## src/rtl/exec_pkg.sv

```systemverilog
// rtl/exec_pkg.sv - shared encodings and helpers for the execute stage
package exec_pkg;

  localparam logic [2:0] ALUK_ADD   = 3'b000;
  localparam logic [2:0] ALUK_AND   = 3'b001;
  localparam logic [2:0] ALUK_NOT   = 3'b010;
  localparam logic [2:0] ALUK_PASSA = 3'b011;
  localparam logic [2:0] ALUK_MUL   = 3'b100;

  localparam logic [1:0] ST_IDLE = 2'd0;
  localparam logic [1:0] ST_MUL  = 2'd1;
  localparam logic [1:0] ST_EXEC = 2'd2;

  localparam logic [2:0] NZP_RESET = 3'b010;

  // Sign-extends the low imm_w bits of imm to 64 bits; callers cast down to WIDTH.
  function automatic logic [63:0] sext(input logic [63:0] imm, input int imm_w);
    logic [63:0] hi_mask;
    logic        sign;
    hi_mask = ~64'd0 << imm_w;
    sign    = |(imm & (64'd1 << (imm_w - 1)));
    return (imm & ~hi_mask) | ({64{sign}} & hi_mask);
  endfunction

endpackage

```

## src/rtl/exec_if.sv

```systemverilog
// rtl/exec_if.sv - issue, result, bus-load and debug signals of the execute stage
interface exec_if #(
  parameter int WIDTH = 16,
  parameter int NREGS = 8,
  parameter int IMM_W = 5
);
  localparam int AW = $clog2(NREGS);

  logic             i_valid;
  logic             o_ready;
  logic [2:0]       i_aluk;
  logic [AW-1:0]    i_dr;
  logic [AW-1:0]    i_sr1;
  logic [AW-1:0]    i_sr2;
  logic             i_imm_sel;
  logic [IMM_W-1:0] i_imm;
  logic             i_ld_reg;
  logic             i_bus_ld;
  logic [AW-1:0]    i_bus_dr;
  logic [WIDTH-1:0] i_bus;
  logic [WIDTH-1:0] o_result;
  logic             o_done;
  logic [2:0]       o_nzp;
  logic [AW-1:0]    i_dbg_addr;
  logic [WIDTH-1:0] o_dbg_data;

  modport master (
    output i_valid, i_aluk, i_dr, i_sr1, i_sr2, i_imm_sel, i_imm, i_ld_reg,
           i_bus_ld, i_bus_dr, i_bus, i_dbg_addr,
    input  o_ready, o_result, o_done, o_nzp, o_dbg_data
  );

  modport slave (
    input  i_valid, i_aluk, i_dr, i_sr1, i_sr2, i_imm_sel, i_imm, i_ld_reg,
           i_bus_ld, i_bus_dr, i_bus, i_dbg_addr,
    output o_ready, o_result, o_done, o_nzp, o_dbg_data
  );
endinterface

```

## src/rtl/exec_regfile.sv

```systemverilog
// rtl/exec_regfile.sv - general registers, three async reads, two writes (port 0 wins)
module exec_regfile #(
  parameter  int WIDTH = 16,
  parameter  int NREGS = 8,
  localparam int AW    = $clog2(NREGS)
) (
  input  logic             clk,
  input  logic             rst_n,
  input  logic [AW-1:0]    ra0,
  output logic [WIDTH-1:0] rd0,
  input  logic [AW-1:0]    ra1,
  output logic [WIDTH-1:0] rd1,
  input  logic [AW-1:0]    ra2,
  output logic [WIDTH-1:0] rd2,
  input  logic             we0,
  input  logic [AW-1:0]    wa0,
  input  logic [WIDTH-1:0] wd0,
  input  logic             we1,
  input  logic [AW-1:0]    wa1,
  input  logic [WIDTH-1:0] wd1
);
  logic [WIDTH-1:0] mem [NREGS];

  always_ff @(posedge clk or negedge rst_n) begin
    if (!rst_n) begin
      for (int i = 0; i < NREGS; i++) mem[i] <= '0;
    end else begin
      if (we1 && !(we0 && (wa0 == wa1))) mem[wa1] <= wd1;
      if (we0)                           mem[wa0] <= wd0;
    end
  end

  assign rd0 = mem[ra0];
  assign rd1 = mem[ra1];
  assign rd2 = mem[ra2];
endmodule

```

## src/rtl/exec_unit.sv

```systemverilog
// rtl/exec_unit.sv - registered-operand execute stage with iterative multiply and NZP codes
module exec_unit
  import exec_pkg::*;
#(
  parameter  int WIDTH = 16,
  parameter  int NREGS = 8,
  parameter  int IMM_W = 5,
  localparam int AW    = $clog2(NREGS)
) (
  input  logic i_CLK,
  input  logic i_RST_N,
  exec_if.slave bus
);
  localparam int CW = (WIDTH > 1) ? $clog2(WIDTH) : 1;
  localparam logic [CW-1:0] CNT_LAST = CW'(WIDTH - 1);

  logic [1:0]       state;
  logic [WIDTH-1:0] a_q, b_q, acc_q, result_q;
  logic [2:0]       aluk_q;
  logic [AW-1:0]    dr_q;
  logic             ld_q;
  logic [CW-1:0]    cnt_q;
  logic             done_q;
  logic [2:0]       nzp_q;

  logic [WIDTH-1:0] rd_a, rd_b, b_imm, b_op, alu_res;
  logic [2:0]       nzp_new;
  logic             wb_en;

  assign b_imm = WIDTH'(sext({{(64-IMM_W){1'b0}}, bus.i_imm}, IMM_W));
  assign b_op  = bus.i_imm_sel ? b_imm : rd_b;
  assign wb_en = (state == ST_EXEC) && ld_q;

  always_comb begin
    alu_res = a_q;
    case (aluk_q)
      ALUK_ADD: alu_res = a_q + b_q;
      ALUK_AND: alu_res = a_q & b_q;
      ALUK_NOT: alu_res = ~a_q;
      ALUK_MUL: alu_res = acc_q;
      default:  alu_res = a_q;
    endcase
  end

  assign nzp_new = {alu_res[WIDTH-1], alu_res == '0,
                    !alu_res[WIDTH-1] && (alu_res != '0)};

  exec_regfile #(.WIDTH(WIDTH), .NREGS(NREGS)) u_rf (
    .clk   (i_CLK),
    .rst_n (i_RST_N),
    .ra0   (bus.i_sr1),
    .rd0   (rd_a),
    .ra1   (bus.i_sr2),
    .rd1   (rd_b),
    .ra2   (bus.i_dbg_addr),
    .rd2   (bus.o_dbg_data),
    .we0   (wb_en),
    .wa0   (dr_q),
    .wd0   (alu_res),
    .we1   (bus.i_bus_ld),
    .wa1   (bus.i_bus_dr),
    .wd1   (bus.i_bus)
  );

  always_ff @(posedge i_CLK or negedge i_RST_N) begin
    if (!i_RST_N) begin
      state    <= ST_IDLE;
      a_q      <= '0;
      b_q      <= '0;
      acc_q    <= '0;
      result_q <= '0;
      aluk_q   <= ALUK_ADD;
      dr_q     <= '0;
      ld_q     <= 1'b0;
      cnt_q    <= '0;
      done_q   <= 1'b0;
      nzp_q    <= NZP_RESET;
    end else begin
      done_q <= 1'b0;
      case (state)
        ST_IDLE: begin
          if (bus.i_valid) begin
            a_q    <= rd_a;
            b_q    <= b_op;
            aluk_q <= bus.i_aluk;
            dr_q   <= bus.i_dr;
            ld_q   <= bus.i_ld_reg;
            acc_q  <= '0;
            cnt_q  <= '0;
            state  <= (bus.i_aluk == ALUK_MUL) ? ST_MUL : ST_EXEC;
          end
        end
        ST_MUL: begin
          // Multiplicand shifts left while the multiplier drains LSB-first.
          acc_q <= acc_q + (b_q[0] ? a_q : '0);
          a_q   <= a_q << 1;
          b_q   <= b_q >> 1;
          cnt_q <= cnt_q + CW'(1);
          if (cnt_q == CNT_LAST) state <= ST_EXEC;
        end
        ST_EXEC: begin
          result_q <= alu_res;
          done_q   <= 1'b1;
          if (ld_q) nzp_q <= nzp_new;
          state <= ST_IDLE;
        end
        default: state <= ST_IDLE;
      endcase
    end
  end

  assign bus.o_ready  = (state == ST_IDLE);
  assign bus.o_result = result_q;
  assign bus.o_done   = done_q;
  assign bus.o_nzp    = nzp_q;
endmodule

```

## src/flat_wrapper.sv

```systemverilog
// flat-port wrapper written by rule: the top's interface ports become plain ports
module exec_unit_flat import exec_pkg::*;
#(
  parameter  int WIDTH = 16,
  parameter  int NREGS = 8,
  parameter  int IMM_W = 5,
  localparam int AW    = $clog2(NREGS)
)
  (i_CLK, i_RST_N, bus_i_valid, bus_i_aluk, bus_i_dr, bus_i_sr1, bus_i_sr2, bus_i_imm_sel, bus_i_imm, bus_i_ld_reg, bus_i_bus_ld, bus_i_bus_dr, bus_i_bus, bus_i_dbg_addr, bus_o_ready, bus_o_result, bus_o_done, bus_o_nzp, bus_o_dbg_data);
  exec_if #(.WIDTH(WIDTH), .NREGS(NREGS), .IMM_W(IMM_W)) bus_i ();
  input  logic i_CLK;
  input  logic i_RST_N;
  input wire logic [$bits(bus_i.i_valid)-1:0] bus_i_valid;
  input wire logic [$bits(bus_i.i_aluk)-1:0] bus_i_aluk;
  input wire logic [$bits(bus_i.i_dr)-1:0] bus_i_dr;
  input wire logic [$bits(bus_i.i_sr1)-1:0] bus_i_sr1;
  input wire logic [$bits(bus_i.i_sr2)-1:0] bus_i_sr2;
  input wire logic [$bits(bus_i.i_imm_sel)-1:0] bus_i_imm_sel;
  input wire logic [$bits(bus_i.i_imm)-1:0] bus_i_imm;
  input wire logic [$bits(bus_i.i_ld_reg)-1:0] bus_i_ld_reg;
  input wire logic [$bits(bus_i.i_bus_ld)-1:0] bus_i_bus_ld;
  input wire logic [$bits(bus_i.i_bus_dr)-1:0] bus_i_bus_dr;
  input wire logic [$bits(bus_i.i_bus)-1:0] bus_i_bus;
  input wire logic [$bits(bus_i.i_dbg_addr)-1:0] bus_i_dbg_addr;
  output wire logic [$bits(bus_i.o_ready)-1:0] bus_o_ready;
  output wire logic [$bits(bus_i.o_result)-1:0] bus_o_result;
  output wire logic [$bits(bus_i.o_done)-1:0] bus_o_done;
  output wire logic [$bits(bus_i.o_nzp)-1:0] bus_o_nzp;
  output wire logic [$bits(bus_i.o_dbg_data)-1:0] bus_o_dbg_data;
  assign bus_i.i_valid = bus_i_valid;
  assign bus_i.i_aluk = bus_i_aluk;
  assign bus_i.i_dr = bus_i_dr;
  assign bus_i.i_sr1 = bus_i_sr1;
  assign bus_i.i_sr2 = bus_i_sr2;
  assign bus_i.i_imm_sel = bus_i_imm_sel;
  assign bus_i.i_imm = bus_i_imm;
  assign bus_i.i_ld_reg = bus_i_ld_reg;
  assign bus_i.i_bus_ld = bus_i_bus_ld;
  assign bus_i.i_bus_dr = bus_i_bus_dr;
  assign bus_i.i_bus = bus_i_bus;
  assign bus_i.i_dbg_addr = bus_i_dbg_addr;
  assign bus_o_ready = bus_i.o_ready;
  assign bus_o_result = bus_i.o_result;
  assign bus_o_done = bus_i.o_done;
  assign bus_o_nzp = bus_i.o_nzp;
  assign bus_o_dbg_data = bus_i.o_dbg_data;
  exec_unit #(.WIDTH(WIDTH), .NREGS(NREGS), .IMM_W(IMM_W)) u_core (.i_CLK(i_CLK), .i_RST_N(i_RST_N), .bus(bus_i));
endmodule
```

## config.mk

```make
export PLATFORM = sky130hd
export DESIGN_NAME = exec_unit_flat
export DESIGN_NICKNAME = d
export VERILOG_FILES = /design/src/rtl/exec_pkg.sv /design/src/rtl/exec_if.sv /design/src/rtl/exec_regfile.sv /design/src/rtl/exec_unit.sv /design/src/flat_wrapper.sv
export SDC_FILE = /design/constraint.sdc
export NUM_CORES = 1
export LEC_CHECK = 0
export ABC_AREA = 0
export CAP_MARGIN = 15
export CORE_MARGIN = 2
export CORE_UTILIZATION = 50
export CTS_BUF_LIST = sky130_fd_sc_hd__clkbuf_8
export DETAILED_ROUTE_END_ITERATION = 6
export MAX_ROUTING_LAYER = met4
export PLACE_DENSITY = 0.8
export SETUP_SLACK_MARGIN = 0.2
export SKIP_CTS_REPAIR_TIMING = 1
export SYNTH_ARGS = -nofsm -noshare
export SYNTH_HDL_FRONTEND = slang
export SYNTH_SLANG_ARGS = --single-unit
```

## constraint.sdc

```tcl
create_clock -name i_CLK -period 2.95 [get_ports i_CLK]
set_clock_uncertainty 0.1 [all_clocks]
set_input_delay 0.4425 -clock i_CLK [delete_from_list [all_inputs] [get_ports i_CLK]]
set_output_delay 0.4425 -clock i_CLK [all_outputs]
set_load 0.05 [all_outputs]
```

==> run summary <==
The primary flip-flop cell chosen by synthesis mapping is sky130_fd_sc_hd__dfrtp_1. The number of detailed-route iterations in the first pass came out at 5. Following the worst setup path forward leads to its endpoint at u_core.bus.o_nzp[0]. The number of sinks handled by clock tree synthesis is around 210. The routed length on met2 is 22.0 mm. Detailed routing inserted a total of 12.2k vias. The H-tree was split into 2 levels. The max-cap violation count is 0.

Routed signal wires occupy layers up through met4. The detailed router put a total of around 18 mm of wire on met1. The startpoint identified for the worst register-to-register timing path is u_core.b_q[0]. The time the worst path needs with I/O delays and setup came out at ~2900 ps.

The number of nets at the end of the flow came out at between 1.5k and 2k. The clock transition time at the flip-flop clock pins of the worst setup and hold paths is approximately 60 ps. The fraction of power consumed by combinational cells came out at 0.563. The instance count of the mapped netlist came out at 1358.

Of all nets on the critical path, the largest fanout is 5. The data required time of the worst path came out at 3300 ps. The cell-internal power came out at around 11000 µW. The tree is rooted in a sky130_fd_sc_hd__clkbuf_8. STA classifies the critical path startpoint as a flop.

Across all setup checks in the final design, the least slack found is 39.2 ps. The total number of yosys warnings is 0. By count the netlist is led by 235 x sky130_fd_sc_hd__mux2i_1, 208 x sky130_fd_sc_hd__dfrtp_1, 105 x sky130_fd_sc_hd__nand2_1, 97 x sky130_fd_sc_hd__o21ai_0, 96 x sky130_fd_sc_hd__mux4_2.

The share of the synthesized area in the top cell type is 0.354. For this run, the top clock speed supported by timing is roughly 340 MHz. The total wire length after detailed routing came out at 45.5 mm. The async set-or-reset flop fraction in the synthesized netlist is 1.00.

The source-to-sink clock delay at the later pin of the worst-skew pair came out at between 500 and 600 ps. The slew at the pin with the worst max-slew slack is roughly 880 ps. The number of nets in the synthesized netlist is around 1.4k. The remaining routing DRC violations came out at 0. 0 antenna diodes ended up in the layout. The first global-routing pass estimated between 70 and 80 mm of wire.

The maximum number of pins on one net before global-route repair came out at between 70 and 80. The leakage power summed over all cells is 0.00763 µW. The global routing usage summed across all routing layers came out at 0.306.

The critical path in this run is classified as reg -> reg. The floorplan step defined a core boundary enclosing between 20000 and 30000 µm². Prior to clock tree synthesis, the placed netlist has a worst setup slack of 20.5 ps. The routed length on met3 came out at ~4.3 mm. The tightest min-delay check is of the in -> async type. The sequential cell fraction of total power came out at 0.287. In this run the critical register-to-register path is captured at u_core.bus.o_nzp[0]. Row generation in the floorplan step produced 62 rows. The share of total power in the clock network is 0.150. The flow ran to the end, and the final reports show no timing, DRC or antenna violations. The mean area per synthesized cell came out at around 11 µm². The number of vias per cell is roughly 6.5. The number of endpoints with negative hold slack in the final report was 0. The initial antenna violation count is 0. The flop and latch count out of synthesis came out at roughly 210. The number of buffer cells added on primary ports came out at between 80 and 90.

The final setup violation count is 0. The arrival time of the worst setup path is roughly 3300 ps. The post-DP HPWL is approximately 31 mm.

The part of the Yosys area used for sequential elements is 0.355. The final instance area came out at roughly 17000 µm². The endpoint kind of the worst setup timing path is a flop. The layout-stage area growth over the synthesis result is 18.4%. The worst-case IR drop observed on VDD is just over 0.0006 V. The number of violations reported at the end of detailed-routing iteration 0 came out at ~1.3k. The count of nets left with antenna violations after detail routing came out at 0. The die is 176 µm wide. The clock tree from TritonCTS is yes. Of the total power, the share spent switching nets is 0.454. In this run the deepest clock path goes through 3 buffers. The I/O pin count came out at 82. The global-route congestion overflow total is 0.

The setup slack of the worst register-to-register path came out at between 30 and 40 ps. Counting cells, the worst reg-to-reg path comes to 10. Once placement finished, the instance area stood at 16400 µm². In this run the worst setup path begins at u_core.b_q[0].

In the final layout, the share of cells above drive strength 1 is 0.253. The number of global-route vias before repair is around 12k. The net switching component of the power came out at just over 9000 µW.

The biggest area contributor in the post-synthesis netlist is sky130_fd_sc_hd__dfrtp_1. Dividing total power by cell area gives a power density of between 1000 and 1500 nW/µm². The routability congestion estimate from global placement is about 0.97. In the post-synthesis netlist, the cell with the most instances is sky130_fd_sc_hd__mux2i_1. The number of clock buffers inserted by TritonCTS came out at 39. Yosys mapped a number of flops with a built-in enable equal to 0. The unique cell type count in the Yosys netlist came out at between 90 and 100. The post-synthesis cell area came out at between 10000 and 15000 µm². The ratio of final minimum period to clock period is 0.987. Ranked by total cell area, the synthesized netlist is headed by sky130_fd_sc_hd__dfrtp_1 35%, sky130_fd_sc_hd__mux2i_1 16%, sky130_fd_sc_hd__mux4_2 15%. Setup repair after global routing could not meet its margin everywhere.

For this configuration, the core starts out at a cell density of 0.510. The routed wire length per instance came out at about 24 µm. In this run the tightest slew margin relative to its limit is 0.414.

The area enclosed by the die boundary is between 30000 and 40000 µm². The die height came out at ~180 µm. The final number of max-transition violations came out at 0.
[flip-flops by register name (all words and copies together), names as in the netlist, 2 cells and up]
register	cells
u_core.bus.o_result	16
u_core.bus.o_nzp	3
u_core.acc_q	16
u_core.state	2
u_core.cnt_q	4
u_core.u_rf.mem	128
u_core.b_q	16
u_core.a_q	16
u_core.dr_q	3
u_core.aluk_q	3
[cell usage in the layout (no fill, tap or decap), drive strengths merged, types with 49 or more instances in the layout]
master / instances
clkdlybuf4s50: 60
nor2: 86
buf: 116
a21oi: 68
mux2i: 235
mux4: 96
dfrtp: 208
o21ai: 106
clkbuf: 49
nand2: 107
[layer usage]
metal  vias to the layer above  track usage
met5                         -            -
met4                         0        0.111
met3                       135       0.0597
met2                       689        0.485
met1                      6072        0.393
li1                       5318            -
[worst min path at each step]
stage          slack (ps)  cells after the start                       to                    start
2_1_floorplan          50                      0            u_core.a_q[0]                  i_RST_N
3_3_place_gp          370                      2  u_core.bus.o_result[12]  u_core.bus.o_result[12]
3_5_place_dp          380                      2   u_core.bus.o_result[1]   u_core.bus.o_result[1]
4_1_cts              -200                      1          u_core.cnt_q[2]                  i_RST_N
5_1_grt               400                      2          u_core.cnt_q[2]                  i_RST_N
6_report              350                      2          u_core.cnt_q[2]                  i_RST_N
[logic make-up (layout without fill, tap and decap cells)]
family,Yosys count,count (layout),synth area share
and+or+nand+nor,298,298,0.0974
DFF,209,209,0.355
buffers and inverters,132,260,0.0408
xor gates and xnor gates,17,17,0.0101
AOI/OAI and AO/OA,304,304,0.134
muxes,364,364,0.332
adders and majority gates,34,34,0.0299
[per-stage QoR]
step / setup TNS, ps / utilization / hold slack (ps) / total power [µW] / std cells
floorplan: 0 / - / 46.9 / 12700 / 1358
global placement: 0 / 0.567 / 368 / 15900 / 1793
detailed placement: 0 / 0.567 / 378 / 16200 / 1793
CTS: 0 / 0.595 / -196 / 19300 / 1860
global route: -270 / 0.604 / 397 / 21000 / 1870
finish: 0 / 0.604 / 347 / 20000 / 1870
[final cells by class]
type / count / area (µm²)
multi-input cells: 1017 / 9100
clock buffers: 48 / 661
clock inverters: 19 / 154
repair buffers: 179 / 1740
inverters: 14 / 52.6
fillers: 2348 / 11400
well taps: 384 / 480
flip-flops and latches: 209 / 5240
[worst max-delay path: stages (launching register included)]
cell and delay [ps]:
sky130_fd_sc_hd__dfrtp_2 420, sky130_fd_sc_hd__ha_4 190, sky130_fd_sc_hd__fa_2 410, sky130_fd_sc_hd__a211oi_4 280, sky130_fd_sc_hd__o21ai_2 120, sky130_fd_sc_hd__a41o_1 300
sky130_fd_sc_hd__a31oi_2 200, sky130_fd_sc_hd__nor4b_1 70, sky130_fd_sc_hd__a211o_1 320, sky130_fd_sc_hd__nand4b_4 200, sky130_fd_sc_hd__o21ba_1 190
[power by group through the flow]
stage          clock (µW)  combinational, µW  sequential, µW
5_1_grt              3150              12000            5870
3_5_place_dp            0              10600            5660
3_3_place_gp            0              10300            5540
4_1_cts              3020              10600            5640
2_1_floorplan           0               7130            5570
6_report             2990              11200            5730
Note: power is estimated with default switching activity, not from simulation.
